File: src/rtl/ecg_layer_sequencer.sv
// ---------------------------------------------------------------------------
// ecg_layer_sequencer
//
// Descriptor-driven layer sequencer for the ECG CNN accelerator. Walks a small
// table of CONV / POOL / FC descriptors and, for each layer, issues
// taps*outs feature/weight buffer reads. It streams the returned xin/win
// pairs to the PE under pe_ready backpressure and drives the per-layer
// datapath selects for the ReLU / MaxPooling / ControlBuffer / Softmax stages.
//
// Ports
//   clk, rst_n            clock, synchronous active-low reset
//   cfg_we/idx/data       descriptor table write port (IDLE only)
//   start                 launch the sequence at slot 0 (IDLE only)
//   busy, done, cfg_err   sequence status; cfg_err pulses with done when
//                         slot 0 holds END
//   rd_en, x_addr, w_addr buffer read strobe and addresses
//   x_rdata, w_rdata      buffer data, valid the cycle after rd_en
//   xin, win, pe_valid    pair to the PE (data masked to 0 when not valid)
//   pe_ready              PE accepts a pair in the following cycle
//   out_strobe            marks the last tap of each output
//   layer_idx             current descriptor slot
//   S1..S6, accumulate_en, softmax_en, store_en   datapath controls
//
// Descriptor: [31:30] op, [29:25] taps, [24:15] outs,
//             [14:8] {S1,S2,S3,S5[1:0],S6[1:0]}, [7] store_en, [6:0] reserved
// ---------------------------------------------------------------------------
module ecg_layer_sequencer #(
    parameter int N          = 16,
    parameter int AW         = 10,
    parameter int MAX_LAYERS = 8,
    localparam int LW        = (MAX_LAYERS > 1) ? $clog2(MAX_LAYERS) : 1
) (
    input  logic          clk,
    input  logic          rst_n,
    input  logic          cfg_we,
    input  logic [LW-1:0] cfg_idx,
    input  logic [31:0]   cfg_data,
    input  logic          start,
    output logic          busy,
    output logic          done,
    output logic          cfg_err,
    output logic          rd_en,
    output logic [AW-1:0] x_addr,
    output logic [AW-1:0] w_addr,
    input  logic [N-1:0]  x_rdata,
    input  logic [N-1:0]  w_rdata,
    output logic [N-1:0]  xin,
    output logic [N-1:0]  win,
    output logic          pe_valid,
    input  logic          pe_ready,
    output logic          out_strobe,
    output logic [LW-1:0] layer_idx,
    output logic          S1,
    output logic          S2,
    output logic          S3,
    output logic [1:0]    S5,
    output logic [1:0]    S6,
    output logic          accumulate_en,
    output logic          softmax_en,
    output logic          store_en
);

    typedef enum logic [2:0] {
        ST_IDLE,
        ST_LOAD,
        ST_RUN,
        ST_DRAIN,
        ST_DONE
    } state_e;

    typedef enum logic [1:0] {
        OP_END  = 2'd0,
        OP_CONV = 2'd1,
        OP_POOL = 2'd2,
        OP_FC   = 2'd3
    } op_e;

    // Reserved descriptor bits are never stored.
    logic unused_reserved;
    assign unused_reserved = ^cfg_data[6:0];

    // ------------------------------------------------------------------
    // State
    // ------------------------------------------------------------------
    state_e          state_q;
    logic [31:7]     desc_q [MAX_LAYERS];
    logic [LW-1:0]   layer_q;
    op_e             op_q;
    logic [4:0]      taps_q;
    logic [9:0]      outs_q;
    logic [6:0]      flags_q;
    logic            store_q;
    logic [4:0]      tap_cnt_q;
    logic [9:0]      out_cnt_q;
    logic [AW-1:0]   w_cnt_q;
    logic            err_q;
    logic            pe_valid_q;
    logic            strobe_q;

    // ------------------------------------------------------------------
    // Descriptor decode for the slot being loaded. The table entry is read
    // live during LOAD so a write in the start cycle is already visible.
    // ------------------------------------------------------------------
    logic [31:7] ld_desc;
    op_e         ld_op;
    logic [4:0]  ld_taps;
    logic [9:0]  ld_outs;

    // NOTE: every always_comb output gets a default first so no path can
    // leave it unassigned and infer a latch.
    always_comb begin
        ld_desc = desc_q[layer_q];
        ld_op   = op_e'(ld_desc[31:30]);
        ld_taps = ld_desc[29:25];
        ld_outs = ld_desc[24:15];
        if (ld_op == OP_POOL) begin
            ld_taps = 5'd2;              // pooling window is always a pair
        end else if (ld_taps == 5'd0) begin
            ld_taps = 5'd1;
        end
        if (ld_outs == 10'd0) begin
            ld_outs = 10'd1;
        end
    end

    logic issue;
    logic last_tap;
    logic last_out;

    assign issue    = (state_q == ST_RUN) && pe_ready;
    assign last_tap = (tap_cnt_q == taps_q - 5'd1);
    assign last_out = (out_cnt_q == outs_q - 10'd1);

    // ------------------------------------------------------------------
    // Sequencer FSM, descriptor table and output pipeline
    // ------------------------------------------------------------------
    // NOTE: sequential state uses non-blocking assignments only, so every
    // register samples the pre-edge value of every other register.
    always_ff @(posedge clk) begin
        if (!rst_n) begin
            state_q    <= ST_IDLE;
            layer_q    <= '0;
            op_q       <= OP_END;
            taps_q     <= 5'd1;
            outs_q     <= 10'd1;
            flags_q    <= '0;
            store_q    <= 1'b0;
            tap_cnt_q  <= '0;
            out_cnt_q  <= '0;
            w_cnt_q    <= '0;
            err_q      <= 1'b0;
            pe_valid_q <= 1'b0;
            strobe_q   <= 1'b0;
            // NOTE: the table is reset explicitly (all END) because a reset
            // mid-sequence must not leave stale layers behind.
            for (int i = 0; i < MAX_LAYERS; i++) begin
                desc_q[i] <= '0;
            end
        end else begin
            pe_valid_q <= issue;
            strobe_q   <= issue && last_tap;

            case (state_q)
                ST_IDLE: begin
                    if (cfg_we) begin
                        desc_q[cfg_idx] <= cfg_data[31:7];
                    end
                    if (start) begin
                        state_q <= ST_LOAD;
                        layer_q <= '0;
                        w_cnt_q <= '0;
                        err_q   <= 1'b0;
                    end
                end

                ST_LOAD: begin
                    op_q      <= ld_op;
                    taps_q    <= ld_taps;
                    outs_q    <= ld_outs;
                    flags_q   <= ld_desc[14:8];
                    store_q   <= ld_desc[7];
                    tap_cnt_q <= '0;
                    out_cnt_q <= '0;
                    if (ld_op == OP_END) begin
                        state_q <= ST_DONE;
                        if (layer_q == '0) begin
                            err_q <= 1'b1;
                        end
                    end else begin
                        state_q <= ST_RUN;
                    end
                end

                ST_RUN: begin
                    // A stalled cycle leaves every counter untouched.
                    if (pe_ready) begin
                        w_cnt_q <= w_cnt_q + AW'(1);
                        if (last_tap) begin
                            tap_cnt_q <= '0;
                            if (last_out) begin
                                state_q <= ST_DRAIN;
                            end else begin
                                out_cnt_q <= out_cnt_q + 10'd1;
                            end
                        end else begin
                            tap_cnt_q <= tap_cnt_q + 5'd1;
                        end
                    end
                end

                ST_DRAIN: begin
                    if (layer_q == LW'(MAX_LAYERS - 1)) begin
                        state_q <= ST_DONE;
                    end else begin
                        layer_q <= layer_q + LW'(1);
                        state_q <= ST_LOAD;
                    end
                end

                ST_DONE: begin
                    state_q <= ST_IDLE;
                end

                default: begin
                    state_q <= ST_IDLE;
                end
            endcase
        end
    end

    // ------------------------------------------------------------------
    // Addresses
    // ------------------------------------------------------------------
    always_comb begin
        x_addr = AW'(tap_cnt_q);
        case (op_q)
            OP_CONV: x_addr = AW'(out_cnt_q) + AW'(tap_cnt_q);
            OP_POOL: x_addr = AW'({out_cnt_q, 1'b0}) + AW'(tap_cnt_q);
            default: x_addr = AW'(tap_cnt_q);
        endcase
    end

    assign w_addr = w_cnt_q;
    assign rd_en  = issue;

    // ------------------------------------------------------------------
    // Datapath controls: live descriptor in LOAD, latched copy in RUN/DRAIN
    // ------------------------------------------------------------------
    logic [6:0] ctl_flags;
    logic       ctl_store;
    logic       ctl_fc;

    always_comb begin
        ctl_flags = '0;
        ctl_store = 1'b0;
        ctl_fc    = 1'b0;
        case (state_q)
            ST_LOAD: begin
                ctl_flags = ld_desc[14:8];
                ctl_store = ld_desc[7];
                ctl_fc    = (ld_op == OP_FC);
            end
            ST_RUN, ST_DRAIN: begin
                ctl_flags = flags_q;
                ctl_store = store_q;
                ctl_fc    = (op_q == OP_FC);
            end
            default: ;
        endcase
    end

    assign S1            = ctl_flags[6];
    assign S2            = ctl_flags[5];
    assign S3            = ctl_flags[4];
    assign S5            = ctl_flags[3:2];
    assign S6            = ctl_flags[1:0];
    assign store_en      = ctl_store;
    assign accumulate_en = ctl_fc;
    assign softmax_en    = ctl_fc;

    // ------------------------------------------------------------------
    // Status and PE stream
    // ------------------------------------------------------------------
    assign busy       = (state_q != ST_IDLE);
    assign done       = (state_q == ST_DONE);
    assign cfg_err    = (state_q == ST_DONE) && err_q;
    assign layer_idx  = layer_q;
    assign pe_valid   = pe_valid_q;
    assign out_strobe = strobe_q;
    assign xin        = pe_valid_q ? x_rdata : '0;
    assign win        = pe_valid_q ? w_rdata : '0;

endmodule

File: config.mk
export PLATFORM = sky130hd
export DESIGN_NAME = ecg_layer_sequencer
export DESIGN_NICKNAME = d
export VERILOG_FILES = /design/src/rtl/ecg_layer_sequencer.sv
export SDC_FILE = /design/constraint.sdc
export NUM_CORES = 1
export LEC_CHECK = 0
export ABC_AREA = 1
export CAP_MARGIN = 20
export CORE_MARGIN = 5
export CORE_UTILIZATION = 55
export CTS_BUF_LIST = sky130_fd_sc_hd__clkbuf_8
export DETAILED_ROUTE_END_ITERATION = 7
export DONT_BUFFER_PORTS = 1
export GPL_TIMING_DRIVEN = 0
export PLACE_DENSITY = 0.7
export SLEW_MARGIN = 20
export SYNTH_ARGS = -nofsm -noshare
export SYNTH_HDL_FRONTEND = slang
export SYNTH_SLANG_ARGS = --single-unit
export TNS_END_PERCENT = 5
File: constraint.sdc
create_clock -name clk -period 2.55 [get_ports clk]
set_input_delay 0.255 -clock clk [delete_from_list [all_inputs] [get_ports clk]]
set_output_delay 0.255 -clock clk [all_outputs]
set_load 0.02 [all_outputs]
; Word-level counts from Yosys, hierarchy flattened
; Memory sizes are Yosys's and may differ from the RTL's. A register that Yosys moved wholly into a read port is not among the register bits.
; Index checks and enable logic that the tools add are counted.
[word_totals]
regBits = 59
ram_bits = 200
in_bits = 72
wordCells = 106
n_memories = 1
[classes]
add_sub_neg = 8
eq_ne = 20
mux = 43
reduce_logical = 21
[mem_list]
columns = memory, depth, word_bits, read_ports, rd_ports_with_merged_regs, write_ports, line
row1 = desc_q, 8, 25, 1, 1, 8, 86  ; logic [31:7] desc_q [MAX_LAYERS];
[op_table]
columns = op, count
row1 = $mux W10, 6
row2 = $pmux W10 S2, 3
row3 = $mux W3, 11
row4 = $mux W16, 2
row5 = $mux W25, 1
row6 = $reduce_or A25 Y1, 1
row7 = $add A10 B1 Y10 const B, 2
row8 = $add A10 B5 Y10, 2
row9 = $mux W5, 4
row10 = $ne A2 B2 Y1 const B, 8
row11 = $pmux W7 S2, 1
row12 = $pmux W3 S4, 1
row13 = $reduce_and A4 Y1, 3
row14 = $eq A10 B10 Y1, 1
row15 = $logic_not A10 Y1, 1
row16 = $pmux W5 S2, 1
row17 = $sub A10 B1 Y10 const B, 1
row18 = $mux W1, 9
row19 = $eq A2 B2 Y1 const B, 4
row20 = $reduce_bool A2 Y1, 4
row21 = $eq A3 B2 Y1 const B, 2
row22 = $eq A3 B3 Y1 const B, 2
row23 = $logic_not A3 Y1, 2
row24 = $pmux W1 S2, 3
row25 = 14 further kinds, 17

; Longest topological paths before layout
; Gate-level depths: netlist of the first run.
[depth]
ltp_word = 6
depth_mapped = 17
mapped_depth_nobuf = 17

; Worst setup path after synthesis of the first run
; No wires, ideal clock.
[synth_path]
path_type = register to output
from = register out_cnt_q[0]
to = output x_addr[8]
arrival_ns = 2.014
t_required_ns = 2.295
slack_ns = 0.281
path_stages_with_launch = 13
path_cell_list = dfxtp_1 > ha_1 > inv_1 > fa_1 > inv_1 > nand3_1 > nand2_1 > nand2_1 > nand2_1 > nand2_1 > o21ai_0 > o211ai_1 > a21oi_1
[synth_via]
elab_chain_len = 2
word_cells_on_any_way = 3
[synth_lines]
columns = item, line
row1 = "start, declared", 94  ; logic [9:0] out_cnt_q;
row2 = "start signal, assigned", 203  ; out_cnt_q <= out_cnt_q + 10'd1;
row3 = $add A10 B5 Y10 (on tied branches), "238, 237"
row4 = $pmux W10 S2 *, 236  ; case (op_q)
row5 = "end, declared", 43  ; output logic [AW-1:0] x_addr,
; Every way passes the cells marked *; elsewhere a longest branch is shown, timed or not.

; Worst setup path in the final report of the first run
; Ends and elaborated chain as after synthesis.

==> run_results.csv, run 1 <==
group,metric,value,unit
logic_synthesis,ys_seq_elements,262,
floorplanning,boundaryPins,143,
place,place_area,13100,um2
clock_network,clk_latency,0.57,ns
run,timing.max_cap.violations,0,
setup_path,rrSetupSlack,0.02,ns
worst_hold_path,worst_hold_check_path_type,"in2reg",
logic_synthesis,synthDistinctLibCells,41,
route,drc,0,
timing,unrepaired_setup_endpoints_after_global_routing,"true",
place,final_hpwl_dp,24500,um
setup_path,startpoint_class,"flop",
logic_synthesis,mux_cell_area_share_after_synthesis,0,%
final_layout,finalInstanceArea,14800,um2
floorplanning,placementRows,55,
logic_synthesis,synth_xor_xnor_area_share,1.79,%
timing,finalClockSkew,0.0257,ns
logic_synthesis,dominant_combinational_cell_family_by_area_after_synthesis,"simple AND/OR/NAND/NOR gates",
setup_path,cp.arrival,2.42,ns
floorplanning,die_w,162,um
timing,final_period_minus_worst_setup_slack,2.67,ns
timing,fmax,374,MHz
run_status,status,"finished, violations left",
floorplanning,initial_core_util,55.9,%
logic_synthesis,synth.avg_cell_area,8.88,um2
timing,worst_pin_slew,0.832,ns
final_layout,area_of_the_multi_input_gates,5030,um2
logic_synthesis,synth-seq-area-share,57.0,%
logic_synthesis,synth_compound_gate_area_share,11.7,%
logic_synthesis,postSynthNetCount,1523,
logic_synthesis,total_of_warnings_raised_by_yosys,0,
floorplanning,design.die.area,26200,um2
clock_network,numCtsBuffers,44,
timing,setup_viol_count_final,4,
final_layout,synthToLayoutAreaGrowth,16.8,%
place,number_of_i_o_port_buffers,0,
final_layout,final_layout_size_suffix_gt1_share,14.4,%
route,via_count,10789,
clock_network,tritoncts,"built",
clock_network,cts_root_buf,"clkbuf_8",
clock_network,clock-sinks,262,
run_status,violations,"negative setup slack",
setup_path,critical-path-max-stage-delay,0.38,ns
timing,finalCritPeriodShare,105,%
grt,first_pass_grt_wire_length,59300,um
floorplanning,die_height,162,um
final_layout,nets,1608,
grt,globalRoute.totalOverflow,0,
power,leakage,0.00609,uW
setup_path,endpoint_kind,"output port",
clock_network,htree_levels,2,
grt,grt_pass1_vias,10627,
timing,post-route-worst-setup-slack,-0.123,ns
route,wl_per_cell,21.2,um
setup_path,path_max_fanout,3,
timing,worst_slew_margin_rel,44.6,%
logic_synthesis,yosys.area_share.simple,20.8,%
clock_network,worst_setup_hold_path_clk_slew,0.06,ns
route,ant_nets,0,
final_layout,n_antenna_cell,0,
route,first_pass_iters,5,
setup_path,setup.worst_path.class,"reg2out",
setup_path,worst_ep_required_time,2.30,ns
logic_synthesis,netlist_area,12700,um2
grt,initial_antenna_violation_count,0,
final_layout,post-route-util,65.3,%
route,drt_first_iter_violations,1123,
logic_synthesis,synthAdderAreaFrac,2.19,%
route,postRouteWirelength,38900,um
setup_path,crit_top_cell,"nand2_2",
power,power_per_cell_area,927,nW/um2
place,placement_stage_worst_setup_slack,-0.563,ns
final_layout,filler_cell_count,1856,
power,vdd.ir_drop.worst,0.446,mV
clock_network,max-clock-path-buffers,3,
timing,maxSlewViolCount,0,
setup_path,crit_slowest_cell,"dfxtp_4",
route,drt-vias-per-instance,5.89,
grt,grt_start_max_net_pins,26,
grt,grt_usage,29.1,%
place,gpl.final_weighted_congestion,0.894,
timing,timing.hold.ws,0.0134,ns
final_layout,layout.area.seq,7270,um2
timing,hold_violations,0,
floorplanning,core,22700,um2
logic_synthesis,synthesis.instances,1430,
setup_path,cp_cell_sequence,"ha_4 -> inv_2 -> fa_2 -> inv_2 -> nand3_2 -> nand2_2 -> nand2_2 -> nand2_2 -> nand2_2 -> o21ai_1 -> o211ai_1 -> a21oi_2",
==> cells in the final DEF, fill, tap and decap left out, types with 5 or more instances in the layout <==
cell	Yosys	routed
nor2_1	372	368
edfxtp_1	200	200
nand2_1	177	158
inv_1	134	142
o21ai_0	130	114
nand3_1	66	62
dfxtp_1	62	54
clkbuf_8	0	48
a21oi_1	48	40
buf_4	2	29
clkbuf_1	51	25
o22ai_1	22	21
o221ai_1	23	20
xor2_1	17	17
o21ai_1	8	15
nand2_2	0	14
ha_1	19	14
clkbuf_4	0	13
o211ai_1	12	12
inv_2	4	11
nor3_1	10	10
xnor2_1	9	9
clkinv_1	3	9
dlygate4sd3_1	0	9
o21ai_2	0	8
nand2_4	3	8
clkinv_2	0	7
a21oi_2	1	6
dfxtp_4	0	6
nor2_2	2	5
nand3_2	1	5
clkbuf_2	0	5
buf_8	0	5
buf_6	0	5
buf_2	16	5
==> layer usage <==
| metal | vias up | track usage [%] | part of all wire, % |
|---|---|---|---|
| li1 | 4987 | - | - |
| met1 | 5071 | 36.8 | 38 |
| met2 | 592 | 48.6 | 48 |
| met3 | 139 | 6.80 | 10 |
| met4 | 0 | 11.5 | 4.0 |
| met5 | - | 0 | 0 |
==> registers in the layout, summed over array words and instances (netlist names), named ones only <==
name and count:
w_addr 10, outs_q 10, err_q 1, pe_valid 1, desc_q 200, store_q 1
out_cnt_q 10, tap_cnt_q 5, taps_q 5, op_q 2, state_q 3, flags_q 7
out_strobe 1, layer_idx 3
==> stage by stage <==
stage	TNS, ns	total power (uW)	instances
3_5_place_dp	-97.52	9630	1717
6_report	-0.327	13800	1831
3_3_place_gp	-195.38	9520	1715
4_1_cts	-1.77	13500	1829
2_1_floorplan	0	8230	1430
5_1_grt	-1.05	14400	1831
==> where the power goes <==
part / switching (uW) / leakage (uW) / internal, uW
clock: 1720 / 0.000458 / 1670
combinational: 3480 / 0.00305 / 1600
sequential: 279 / 0.00258 / 5010
==> what timing repair did <==
action | CTS | global route
pin swaps | 18 | 17
gates resized for setup | 156 | 38
hold buffers | 9 | 0
hold endpoints to repair | 34 | 0
cloned | 5 | 0
endpoints found under the setup margin | 219 | 228
buffers inserted | 23 | 2
==> Yosys cell counts (all sizes together) <==
cell type / instances / area [um2]
fa: 2 / 40.0
and3: 1 / 6.26
a211oi: 4 / 30.0
nand3b: 2 / 15.0
nand2: 180 / 698
nor2: 375 / 1420
nor3: 13 / 86.3
xnor2: 9 / 78.8
or2: 3 / 18.8
nor4: 1 / 6.26
nand3: 67 / 340
a21oi: 49 / 249
edfxtp: 200 / 6010
xor2: 17 / 149
a31oi: 7 / 43.8
ha: 19 / 238
clkinv: 3 / 11.3
clkbuf: 51 / 191
o21ai: 138 / 691
o21a: 4 / 30.0
inv: 138 / 518
a32o: 1 / 10.0
o22ai: 22 / 138
nand4: 3 / 18.8
buf: 20 / 103
nor3b: 4 / 35.0
o211ai: 12 / 90.1
o221ai: 23 / 201
dfxtp: 62 / 1240
==> cell families after synthesis <==
family                   count (synthesis)
AO/OA/AOI/OAI                          260
XOR/XNOR                                26
adder cells (fa/ha/maj)                 21
buffers and inverters                  212
flip-flops                             262
AND/OR/NAND/NOR                        649
==> cell type report <==
| type | count | area share (%) |
|---|---|---|
| inverter | 141 | 3.65 |
| tap | 285 | 2.40 |
| timing repair buffer | 37 | 2.63 |
| timing repair inverter | 1 | 0.0422 |
| clock buffer | 46 | 4.27 |
| multi-input combinational | 959 | 33.9 |
| clock inverter | 31 | 0.885 |
| buffer | 69 | 3.19 |
| sequential | 262 | 49.0 |
==> final timing paths <==
kind                                    from             to  cells past startpoint
worst max-delay path            out_cnt_q[0]      x_addr[8]                     12
worst min-delay path            cfg_data[24]  desc_q[4][17]                      2
worst max register to register    state_q[0]   desc_q[3][5]                      8
worst min register to register         err_q          err_q                      2
==> worst max-delay path: cells and delay by family (launching register included) <==
family | cells | cell delay, ns
AOI/OAI and AO/OA | 3 | 0.55
adders and majority gates | 2 | 0.46
buffers and inverters | 2 | 0.12
DFF | 1 | 0.38
and+or+nand+nor | 5 | 0.35
(Power assumes the default switching activity.)
==> run 2, diff against run 1 <==
Settings changed: SLEW_MARGIN 20 to 10.
==> run 2 against run 1 <==
Effect of this change:
- the flow still finishes with violations (negative setup slack)
- sequential cell count unchanged
- first-iteration DRC count rose by 14%
- critical path depth fell by 4
- total power about the same
- sequential power hardly changed
- fmax grew 0.11%
- non-clock buffer count up 8
- register-to-register slack worse by 0.14 ns
- critical path type is now reg2reg
- critical endpoint is now desc_q[4][2]
- largest cell class unchanged
- largest power group unchanged
- highest routed layer is now met5
==> run_results.csv, run 2 (synthesis gave the netlist of run 1 again) <==
group,metric,value,unit
setup_path,endpoint_kind,"flop",
final_layout,largest_register_ff_count,200,
grt,globalRoute.totalOverflow,0,
clock_network,tritoncts,"built",
power,power_per_cell_area,926,nW/um2
route,drt_first_iter_violations,1282,
grt,grt_usage,28.9,%
clock_network,clk_latency,0.57,ns
setup_path,rrSetupSlack,-0.12,ns
setup_path,worst_ep_required_time,2.77,ns
clock_network,numCtsBuffers,46,
final_layout,mostFrequentLayoutCell,"nor2_1",
power,vdd.ir_drop.worst,0.491,mV
timing,worst_slew_margin_rel,42.0,%
route,via_count,10882,
clock_network,max-clock-path-buffers,3,
setup_path,setup.worst_path.class,"reg2reg",
clock_network,clock-sinks,262,
route,drc,0,
place,gpl.final_weighted_congestion,0.894,
setup_path,crit_top_cell,"nand2_1",
run_status,violations,"negative setup slack",
clock_network,htree_levels,2,
setup_path,startpoint_class,"flop",
grt,grt_pass1_vias,10604,
route,drt-vias-per-instance,5.89,
grt,grt_start_max_net_pins,26,
floorplanning,core,22700,um2
timing,post-route-worst-setup-slack,-0.120,ns
grt,initial_antenna_violation_count,2,
setup_path,crit_slowest_cell,"clkbuf_4",
timing,final_period_minus_worst_setup_slack,2.67,ns
setup_path,cp_cell_sequence,"inv_1 -> nand2_1 -> nor2_2 -> nand3_1 -> nor2_1 -> nand2_1 -> clkbuf_4 -> nand2_8",
floorplanning,die_height,162,um
floorplanning,boundaryPins,143,
floorplanning,initial_core_util,55.9,%
timing,unrepaired_setup_endpoints_after_global_routing,"true",
power,leakage,0.00609,uW
route,first_pass_iters,5,
floorplanning,placementRows,55,
floorplanning,die_w,162,um
worst_hold_path,worst_hold_check_path_type,"in2reg",
timing,worst_pin_slew,0.870,ns
timing,maxSlewViolCount,0,
final_layout,nets,1620,
power,p_total,13800,uW
final_layout,synthToLayoutAreaGrowth,17.0,%
route,ant_nets,0,
timing,finalCritPeriodShare,105,%
setup_path,critical-path-max-stage-delay,0.37,ns
grt,first_pass_grt_wire_length,58900,um
floorplanning,design.die.area,26200,um2
setup_path,cp.arrival,2.89,ns
timing,finalClockSkew,0.0273,ns
timing,timing.hold.ws,0.0300,ns
timing,fmax,375,MHz
route,postRouteWirelength,39000,um
final_layout,commonest_cells_after_routing_fill_and_taps_aside,"nor2_1 (369), edfxtp_1 (200), nand2_1 (159)",
run,timing.max_cap.violations,0,
setup_path,path_max_fanout,25,
final_layout,final_layout_size_suffix_gt1_share,14.9,%
clock_network,worst_setup_hold_path_clk_slew,0.06,ns
place,final_hpwl_dp,24400,um
place,number_of_i_o_port_buffers,0,
final_layout,max_flop_register,"desc_q",
timing,hold_violations,0,
route,wl_per_cell,21.1,um
final_layout,n_antenna_cell,0,
run_status,status,"finished, violations left",
clock_network,cts_root_buf,"clkbuf_8",
timing,setup_viol_count_final,95,
==> run 2: area by class of cell <==
cell class,instances,area (um2)
buffer,69,447
sequential,262,7280
inverter,141,539
multi-input combinational,961,5040
tap,285,357
fill,1852,7840
timing repair buffer,45,410
clock buffer,46,633
clock inverter,38,161
timing repair inverter,1,6.26
==> run 2: metrics by stage <==
step | setup WS (ns) | area, um2 | util [%] | std cells | TNS [ns]
6_report | -0.120 | 14900 | 65.5 | 1848 | -6.09
3_5_place_dp | -0.596 | 13100 | 57.6 | 1715 | -107.82
2_1_floorplan | 0.281 | 12700 | - | 1430 | 0
5_1_grt | -0.202 | 14900 | 65.5 | 1848 | -17.56
4_1_cts | -0.104 | 14800 | 65.1 | 1846 | -1.43
3_3_place_gp | -1.09 | 13100 | 57.5 | 1715 | -195.38
==> run 2: critical path: cells and delay by family, from the launching register on <==
kind	cells	cell delay [ns]
and+or+nand+nor	6	1.45
buffers and inverters	2	0.52
DFF	1	0.33
==> run 2: final timing paths <==
check,startpoint,end,depth (start not counted)
max,state_q[0],desc_q[4][2],8
min,cfg_data[13],desc_q[2][6],2
max reg2reg,state_q[0],desc_q[4][2],8
min reg2reg,err_q,err_q,2
==> run 2: per-layer routing <==
metal  GRT usage, %  wire, um  up-vias
li1               -         -     5022
met4           11.6      1640        4
met1           37.7     14800     5109
met5              0        26        -
met2           48.0     18400      621
met3           5.68      4100      126
==> run 2: power breakdown <==
part | internal, uW | leakage, uW | switching, uW
logic | 1550 | 0.00306 | 3470
clock network | 1690 | 0.000449 | 1770
registers | 5010 | 0.00258 | 278
total | 8250 | 0.00609 | 5520
==> run 2: timing repair <==
item / in CTS / in global routing
hold buffers: 14 / 0
setup endpoints to repair: 219 / 225
pin swaps: 14 / 9
buffers inserted: 29 / 2
hold endpoints to repair: 54 / 0
resized for setup: 159 / 27
gates cloned: 6 / 0
